## config.mk

```make
export PLATFORM = sky130hd
export DESIGN_NAME = div_sched
export DESIGN_NICKNAME = d
export VERILOG_FILES = /design/src/rtl/div_sched_pkg.sv /design/src/rtl/rr_arbiter.sv /design/src/rtl/div_sched.sv
export SDC_FILE = /design/constraint.sdc
export NUM_CORES = 1
export LEC_CHECK = 0
export BUFFER_PORTS_ARGS = -buffer_cell sky130_fd_sc_hd__buf_2
export CORE_MARGIN = 4
export CORE_UTILIZATION = 48
export DETAILED_ROUTE_END_ITERATION = 7
export PLACE_DENSITY = 0.85
export SLEW_MARGIN = 20
export SYNTH_ARGS = -nofsm -noshare
export SYNTH_HDL_FRONTEND = slang
export SYNTH_SLANG_ARGS = --single-unit
```

## constraint.sdc

```tcl
create_clock -name CLK -period 4.02 [get_ports CLK]
set_input_delay 0 -clock CLK [delete_from_list [all_inputs] [get_ports CLK]]
set_output_delay 0 -clock CLK [all_outputs]
set_load 0.05 [all_outputs]
```

## src/rtl/div_sched_pkg.sv

```systemverilog
// Shared types and constants for the divider scheduler.
// Tag entries travel alongside each divider operation to route its result.
package div_sched_pkg;

   localparam int DATA_W = 16;
   localparam logic [DATA_W-1:0] DIVZERO_Q = 16'hFFFF;
   localparam logic [DATA_W-1:0] DIVZERO_D = 16'h0001;

   typedef struct packed {
      logic              valid;
      logic [2:0]        owner;
      logic              divzero;
      logic [DATA_W-1:0] numer;
   } div_tag_t;

endpackage

```

## src/rtl/rr_arbiter.sv

```systemverilog
// Rotating-priority one-hot grant, purely combinational (zero latency).
// No backpressure of its own; an empty request vector yields an all-zero grant.
module rr_arbiter #(
   parameter int N = 4
) (
   input  logic [N-1:0]         req,
   input  logic [$clog2(N)-1:0] ptr,
   output logic [N-1:0]         gnt
);

   localparam int PTR_W = $clog2(N);

   always_comb begin
      int               s;
      logic [PTR_W-1:0] idx;
      logic             found;
      gnt   = '0;
      found = 1'b0;
      s     = 0;
      idx   = '0;
      for (int off = 0; off < N; off++) begin
         s = int'(ptr) + off;
         if (s >= N) s = s - N;
         idx = PTR_W'(s);
         if (!found && req[idx]) begin
            gnt[idx] = 1'b1;
            found    = 1'b1;
         end
      end
   end

endmodule

```

## src/rtl/div_sched.sv

```systemverilog
// Shares one pipelined divider among N_REQ requesters; issue 1 cycle after transfer, response DIV_LAT+1 after.
// A grant is offered every cycle; responses have no backpressure and must be taken when strobed.
module div_sched
   import div_sched_pkg::*;
#(
   parameter int N_REQ   = 4,
   parameter int DIV_LAT = 4
) (
   input  logic                    CLK,
   input  logic                    RESET,
   input  logic [N_REQ-1:0]        req_valid,
   output logic [N_REQ-1:0]        req_ready,
   input  logic [DATA_W*N_REQ-1:0] req_numer,
   input  logic [DATA_W*N_REQ-1:0] req_denom,
   output logic                    div_valid,
   output logic [DATA_W-1:0]       div_numer,
   output logic [DATA_W-1:0]       div_denom,
   input  logic [DATA_W-1:0]       div_quotient,
   input  logic [DATA_W-1:0]       div_remain,
   output logic [N_REQ-1:0]        rsp_valid,
   output logic [DATA_W-1:0]       rsp_quotient,
   output logic [DATA_W-1:0]       rsp_remain,
   output logic                    rsp_divzero,
   output logic                    busy
);

   localparam int PTR_W = $clog2(N_REQ);
   localparam int N_STG = DIV_LAT + 1;

   logic [PTR_W-1:0]  rr_ptr_q, rr_ptr_d;
   logic [N_REQ-1:0]  gnt;
   logic              xfer;
   logic [PTR_W-1:0]  gnt_idx;
   logic [DATA_W-1:0] sel_numer, sel_denom;
   logic              sel_zero;

   logic              div_valid_q, div_valid_d;
   logic [DATA_W-1:0] div_numer_q, div_numer_d;
   logic [DATA_W-1:0] div_denom_q, div_denom_d;

   div_tag_t          tag_q [N_STG];
   div_tag_t          tag_d [N_STG];
   div_tag_t          tail;

   logic [N_REQ-1:0]  rsp_valid_q, rsp_valid_d;
   logic [DATA_W-1:0] rsp_quotient_q, rsp_quotient_d;
   logic [DATA_W-1:0] rsp_remain_q, rsp_remain_d;
   logic              rsp_divzero_q, rsp_divzero_d;
   logic              busy_c;

   rr_arbiter #(.N(N_REQ)) u_arb (
      .req (req_valid),
      .ptr (rr_ptr_q),
      .gnt (gnt)
   );

   // Grant is suppressed during reset so no transfer can land on a reset edge.
   assign req_ready = RESET ? '0 : gnt;
   assign xfer      = |(req_valid & req_ready);

   always_comb begin
      gnt_idx   = '0;
      sel_numer = '0;
      sel_denom = '0;
      for (int i = 0; i < N_REQ; i++) begin
         if (gnt[i]) begin
            gnt_idx   = PTR_W'(i);
            sel_numer = req_numer[DATA_W*i +: DATA_W];
            sel_denom = req_denom[DATA_W*i +: DATA_W];
         end
      end
      sel_zero = (sel_denom == '0);
   end

   always_comb begin
      rr_ptr_d = rr_ptr_q;
      if (xfer) begin
         rr_ptr_d = (int'(gnt_idx) == N_REQ - 1) ? '0 : gnt_idx + PTR_W'(1);
      end
   end

   always_comb begin
      div_valid_d = xfer;
      div_numer_d = '0;
      div_denom_d = '0;
      if (xfer) begin
         div_numer_d = sel_numer;
         div_denom_d = sel_zero ? DIVZERO_D : sel_denom;
      end
   end

   always_comb begin
      tag_d[0]         = '0;
      tag_d[0].valid   = xfer;
      tag_d[0].owner   = 3'(gnt_idx);
      tag_d[0].divzero = xfer & sel_zero;
      tag_d[0].numer   = xfer ? sel_numer : '0;
      for (int j = 1; j < N_STG; j++) begin
         tag_d[j] = tag_q[j-1];
      end
   end

   assign tail = tag_q[N_STG-1];

   // The tail stage lines up with the divider output for the same operation.
   always_comb begin
      rsp_valid_d    = '0;
      rsp_quotient_d = '0;
      rsp_remain_d   = '0;
      rsp_divzero_d  = 1'b0;
      if (tail.valid) begin
         for (int i = 0; i < N_REQ; i++) begin
            rsp_valid_d[i] = (tail.owner == 3'(i));
         end
         if (tail.divzero) begin
            rsp_quotient_d = DIVZERO_Q;
            rsp_remain_d   = tail.numer;
            rsp_divzero_d  = 1'b1;
         end else begin
            rsp_quotient_d = div_quotient;
            rsp_remain_d   = div_remain;
         end
      end
   end

   always_comb begin
      busy_c = div_valid_q;
      for (int j = 0; j < N_STG; j++) begin
         busy_c = busy_c | tag_q[j].valid;
      end
   end

   always_ff @(posedge CLK) begin
      if (RESET) begin
         rr_ptr_q       <= '0;
         div_valid_q    <= 1'b0;
         div_numer_q    <= '0;
         div_denom_q    <= '0;
         rsp_valid_q    <= '0;
         rsp_quotient_q <= '0;
         rsp_remain_q   <= '0;
         rsp_divzero_q  <= 1'b0;
         for (int j = 0; j < N_STG; j++) begin
            tag_q[j] <= '0;
         end
      end else begin
         rr_ptr_q       <= rr_ptr_d;
         div_valid_q    <= div_valid_d;
         div_numer_q    <= div_numer_d;
         div_denom_q    <= div_denom_d;
         rsp_valid_q    <= rsp_valid_d;
         rsp_quotient_q <= rsp_quotient_d;
         rsp_remain_q   <= rsp_remain_d;
         rsp_divzero_q  <= rsp_divzero_d;
         for (int j = 0; j < N_STG; j++) begin
            tag_q[j] <= tag_d[j];
         end
      end
   end

   assign div_valid    = div_valid_q;
   assign div_numer    = div_numer_q;
   assign div_denom    = div_denom_q;
   assign rsp_valid    = rsp_valid_q;
   assign rsp_quotient = rsp_quotient_q;
   assign rsp_remain   = rsp_remain_q;
   assign rsp_divzero  = rsp_divzero_q;
   assign busy         = busy_c;

endmodule

```

[After elaboration in Yosys (flattened, before gate mapping)]
Memories as Yosys holds them, arrays and structs flattened.
Index checks and enable logic that the tools add are counted.
Word-level totals
  register bits after elaboration: 72
  RAM bits: 105
  bits of input ports: 166
  word-level logic and storage cells: 120
  memories kept: 1
Memories
  tag_q: depth 5, bits a word 21, rd ports 5, clocked after memory_dff 0, wr ports 5, RTL line div_sched.sv:41  | div_tag_t tag_q [N_STG];
Operators by class
  add/sub/neg operators: 8
  $lt $le $gt $ge: 12
  equal/unequal tests: 4
  multiplexer cells: 53
  bitwise logic cells: 17
  reductions and logical operators: 16
Operator list (count)
  $mux W16: 11
  $mux W21: 5
  $mux W4: 5
  $mux W1: 17
  $logic_not A16 Y1: 1
  $mux W2: 7
  $lt A2 B3 Y1 const B: 4
  $or A4 B4 Y4: 3
  $or A1 B1 Y1: 10
  $ge A3 B3 Y1 const B: 3
  $bmux W1 S2: 4
  $demux W1 S2: 4
  $ge A2 B1 Y1 const B: 4
  $sub A2 B1 Y2 const B: 4
  $logic_and A1 B1 Y1: 7
  $add A2 B2 Y3 const B: 2
  $eq A3 B2 Y1 const B: 2
  $and A4 B4 Y4: 1
  $reduce_or A2 Y1: 2
  $reduce_or A4 Y1: 1
  $add A2 B1 Y3 const B: 1
  $eq A3 B1 Y1 const B: 1
  $ge A2 B3 Y1 const B: 1
  $logic_not A1 Y1: 3
  6 further kinds: 7

[Longest topological paths before layout]
  depth in word-level cells: 21
  depth in mapped cells: 15
  depth with buffers taken out: 11

[Modules after synthesis]
A second synthesis with hierarchy kept.
Second synthesis, totals
  cells, all modules: 595
  area total of the unflattened synthesis: 5844.4 µm²
Modules (own cells, without submodules)
  div_sched: instances 1, cells each 565, area each 5541.6 µm², sequential area each 3103.0 µm²
  rr_arbiter: instances 1, cells each 30, area each 302.8 µm², sequential area each 0.0 µm²

[Least setup slack after synthesis]
No wires, ideal clock.
  path type: flip-flop to flip-flop
  from: register rr_ptr_q[0]
  to: register div_denom_q[10] (netlist: div_denom[10])
  library setup time: 0.115 ns
  arrival: 3.271 ns
  data required time: 3.905 ns
  slack: 0.633 ns
  stages on the path, launching flop included: 15
  clock period less this slack: 3.387 ns
  cells stage by stage: dfxtp_1 -> buf_6 -> inv_1 -> ha_1 -> clkbuf_1 -> mux4_2 -> or2_4 -> o311a_4 -> and2_4 -> buf_6 -> a221oi_2 -> a21oi_1 -> nor4_1 -> nand4_1 -> and3_1
On the way
  word-level cells in the longest chain between the ends: 20
  elaborated cells between the ends (all ways): 69
  classes of those cells: add/sub: 7; order compare: 12; mux: 32; bitwise: 5; reduce/logical: 13
Ends and longest elaborated chain
  start, declared: RTL line div_sched.sv:30  | logic [PTR_W-1:0] rr_ptr_q, rr_ptr_d;
  start signal, assigned: RTL line div_sched.sv:147  | rr_ptr_q <= rr_ptr_d;
  parallel branches: the longest is 13 deep, another holds $add A2 B1 Y3
  $mux W4 *: RTL line rr_arbiter.sv:25  | if (!found && req[idx]) begin
  $mux W16 (4 in series): RTL line div_sched.sv:66  | if (gnt[i]) begin
  $logic_not A16 Y1: RTL line div_sched.sv:72  | sel_zero = (sel_denom == '0);
  $reduce_or A3 Y1 (no source line)
  end signal, assigned: RTL line div_sched.sv:150  | div_denom_q <= div_denom_d;
  end, declared: RTL line div_sched.sv:39  | logic [DATA_W-1:0] div_denom_q, div_denom_d;
Mark *: on every way between the ends. The select of a mux whose other input is x is not followed.
A chain may end at the register's enable or synchronous reset.

[Worst setup path after layout]
  from: register rr_ptr_q[1]
  to: register div_denom_q[14] (netlist: div_denom[14])
The elaborated chain is that of the path after synthesis.

==> reports/summary.md <==
The detailed-route via count came out at 5292. The clock reaches the later pin of the worst-skew pair after 410 ps. The clock tree skew after final layout is 6.98 ps, and the number of global-route vias before repair is 5335.

The worst setup path is of the flop to flop kind. Setup violations remaining at the end of the flow were counted as 0. For this run, asynchronously set or reset flops after synthesis account for 0%.

For the number of placement rows, the log shows 40. Setup repair after global routing left no endpoint under its margin. The clock sink count was 155.

In the synthesized netlist, the number of instances is 607. Once placement finished, the instance area stood at 0.00708 sq mm. The filler cell count in the final layout is 849.

After clock tree synthesis, the clock-pin slew on the worst setup and hold paths is 70 ps. At the pin with the least slew margin, the transition time is 995 ps. The tools report the summed area of non-filler cells in the final layout as 0.00837 sq mm. The highest fanout seen on the critical path is 12. The run finished with clean final reports. The width of the chip works out to 119 microns. Once layout is complete, the utilization of the core stands at 69.7%. The floorplan step defined a die boundary enclosing 0.0141 sq mm. The most used flip-flop cell after synthesis is sky130_fd_sc_hd__dfxtp_1. In the post-synthesis netlist, the cell with the most instances is sky130_fd_sc_hd__dfxtp_1.

The worst path arrival time is 4130 ps, and the initial antenna violation count is 0. Ranked by instance count, the synthesized netlist is headed by 155 x sky130_fd_sc_hd__dfxtp_1, 107 x sky130_fd_sc_hd__nor2_1, 100 x sky130_fd_sc_hd__nor2b_1. In this run the cell area of the synthesized design comes to 0.00590 sq mm. In the final routed layout, each cell accounts on average for 15.9 microns. From synthesis to final layout, the design area changed by 41.8%. The overall overflow remaining after global route is 0. Counting tap cells, the placed design contains a total of 947 instances. For this design the top-level I/O count stands at 241. In this run the number of H-tree levels came out at 4. The post-detailed-route via-to-cell ratio was 5.05; the relative max-transition margin was 33.1%. The run gives 5 as the number of search-and-repair iterations in the first detailed-routing pass.

The path class of the tightest hold or removal check is input pin to flop. Power per cell area: 762 mW/mm^2. The effective utilization at floorplan is 49.1%.

TritonCTS built the clock tree. In the global route stage, overall resource usage came out at 23.3%. After detailed routing, the number of remaining DRC violations is 0.

After synthesis the netlist holds a flip-flop and latch count of 155. After synthesis, the largest area contributor takes up 52.6% of total cell area. The global-route wire length before repair is 26300 microns. The count of buffers from port buffering works out to 240. The final layout contains routed wiring with a total length of 16700 microns. Dividing the final minimum period by the clock period gives 94.5%. The DRC marker count from the first detailed-route iteration is 378, and the largest net degree at the start of global routing is 58. Of the cells placed in the final design, the portion with a size suffix greater than 1 is 34.6%. After routing, the total negative slack on setup checks comes to 0 ps.

0 antenna diodes ended up in the layout. After clock tree synthesis, the setup repair step added 0 buffers. The logs give 780 for the net count of the mapped netlist and 4350 ps for the required time at the worst-slack endpoint. The clock period could shrink to 3800 ps.

Post-CTS repair changed the size of 0 cells. The post-synthesis average cell area is 9.72 sq um. Once detailed placement completed, the half-perimeter wirelength came to 10600 microns. The weighted congestion at the end of routability-driven global placement is 0.887, and the register area share after synthesis is 52.6%. The dominant cell type by area after synthesis is sky130_fd_sc_hd__dfxtp_1. The tool flagged a number of max-cap violations equal to 0. The height of the die was 119 microns; the number of distinct standard cells referenced by the synthesized netlist was 42. The number of standard cells in the final layout excluding fillers is 1048.

The tools report the CTS root buffer as sky130_fd_sc_hd__clkbuf_16. For this run, the post-layout net count is 1061. The run gives 0 as the number of pins with negative max-slew slack in the final report. The tools report the deepest clock path buffer count as 2.

By area the synthesized netlist is led by sky130_fd_sc_hd__dfxtp_1 53%, sky130_fd_sc_hd__nor2b_1 11%, sky130_fd_sc_hd__nor2_1 6.8%. The number of flops mapped to enable cells by yosys was 0. The critical path startpoint category is a flop. In this run the standard cell core region covers 0.0120 sq mm.

The hold violation count in the final report is 0, and the number of nets still failing antenna checks after routing is 0. For the count of synthesis-stage warnings from yosys, the log shows 0. Based on the critical path, the design can be clocked at up to 263 MHz.

Standby leakage power: 0.00382 uW. The worst setup path is captured at a flop. Clock tree synthesis inserted a total of 17 buffers. The largest voltage drop on the vdd net came out at 0.547 mV.
-- power breakdown --
group / switching, uW / internal [uW]
sequential: 78.6 / 1790
combinational: 1880 / 1060
clock: 678 / 889
total: 2630 / 3740
-- cell usage in the layout (no fill, tap or decap), types with 2 or more instances in the layout --
cell type                       synthesis  final
sky130_fd_sc_hd__a21oi_1               32     32
sky130_fd_sc_hd__a221oi_1              26     26
sky130_fd_sc_hd__a221oi_2               8      8
sky130_fd_sc_hd__and2_1                 2      2
sky130_fd_sc_hd__and3_1                 3      3
sky130_fd_sc_hd__buf_2                  4    240
sky130_fd_sc_hd__buf_4                 16     12
sky130_fd_sc_hd__clkbuf_16              0     17
sky130_fd_sc_hd__clkinvlp_4             0      2
sky130_fd_sc_hd__dfxtp_1              155    155
sky130_fd_sc_hd__dlygate4sd3_1          0     69
sky130_fd_sc_hd__ha_1                   7      7
sky130_fd_sc_hd__inv_1                  5      5
sky130_fd_sc_hd__inv_6                  0      5
sky130_fd_sc_hd__inv_8                  0      5
sky130_fd_sc_hd__mux2_2                 4      4
sky130_fd_sc_hd__mux2i_1               18     18
sky130_fd_sc_hd__mux4_2                 4      4
sky130_fd_sc_hd__nand2_1               24     23
sky130_fd_sc_hd__nand3b_1               2      2
sky130_fd_sc_hd__nor2_1               107    107
sky130_fd_sc_hd__nor2b_1              100    100
sky130_fd_sc_hd__nor3_1                22     21
sky130_fd_sc_hd__nor3b_1                2      2
sky130_fd_sc_hd__nor4_1                 4      3
sky130_fd_sc_hd__o31ai_1                4      4
-- path summary, 6_finish.rpt --
kind | depth (start not counted) | from | to | slack [ps]
min | 4 | req_denom[60] | div_denom[12] | 30
max reg2reg | 10 | rr_ptr_q[1] | div_denom[14] | 220
min reg2reg | 1 | tag_q[0][70] | tag_q[0][91] | 430
max | 10 | rr_ptr_q[1] | div_denom[14] | 220
-- timing repair --
item	CTS	global route
setup endpoints to repair	0	0
endpoints found under the hold margin	64	0
hold buffers	69	0
-- sequential cells by signal (all words and copies together), names as in the netlist --
name and cells:
div_denom 16, div_numer 15, rr_ptr_q 2, rsp_divzero 1, rsp_quotient 16, rsp_remain 16
rsp_valid 4, tag_q 85
-- cells by family (layout without fill, tap and decap cells) --
| family | after synthesis | after routing | synth area share, % |
|---|---|---|---|
| flops | 155 | 155 | 52.6 |
| simple gates | 276 | 276 | 23.8 |
| compound gates | 79 | 79 | 11.2 |
| buf+inv | 64 | 358 | 5.56 |
| fa+ha+maj | 7 | 7 | 1.48 |
| mux | 26 | 26 | 5.34 |
-- metrics by stage --
stage          hold slack (ps)  total power (uW)  setup slack, ps
2_1_floorplan              116              4130              633
3_3_place_gp               207              4630              599
3_5_place_dp               210              4670              561
4_1_cts                   8.32              6370              317
5_1_grt                   36.9              6730             22.9
6_report                  27.7              6370              223
-- metal layers --
metal / part of all wire [%] / track usage, % / wire (microns) / vias to the layer above
li1: - / - / - / 2589
met1: 39 / 25.7 / 6490 / 2365
met2: 50 / 41.1 / 8330 / 290
met3: 8.0 / 7.26 / 1330 / 48
met4: 3.3 / 10.5 / 556 / 0
met5: 0 / 0 / 0 / -
-- worst max-delay path: stages, from the launching register on --
cell                            delay, ps
sky130_fd_sc_hd__dfxtp_1              330
sky130_fd_sc_hd__inv_1                 70
sky130_fd_sc_hd__ha_1                 410
sky130_fd_sc_hd__mux2_2               370
sky130_fd_sc_hd__a221oi_2             400
sky130_fd_sc_hd__o311ai_4             160
sky130_fd_sc_hd__nor4_2               890
sky130_fd_sc_hd__nand2_1              140
sky130_fd_sc_hd__a21oi_1              250
sky130_fd_sc_hd__dlygate4sd3_1        580
sky130_fd_sc_hd__nor2b_1              130
-- final cells by class --
type,count,area [sq um],share of cell area (%)
multi-input combinational,388,2480,29.7
sequential,155,3100,37.1
inverter,5,18.8,0.224
clock inverter,15,170,2.03
timing repair buffer,321,1980,23.7
tap,147,184,2.20
clock buffer,17,425,5.08
Power figures use the tool's default switching activity.
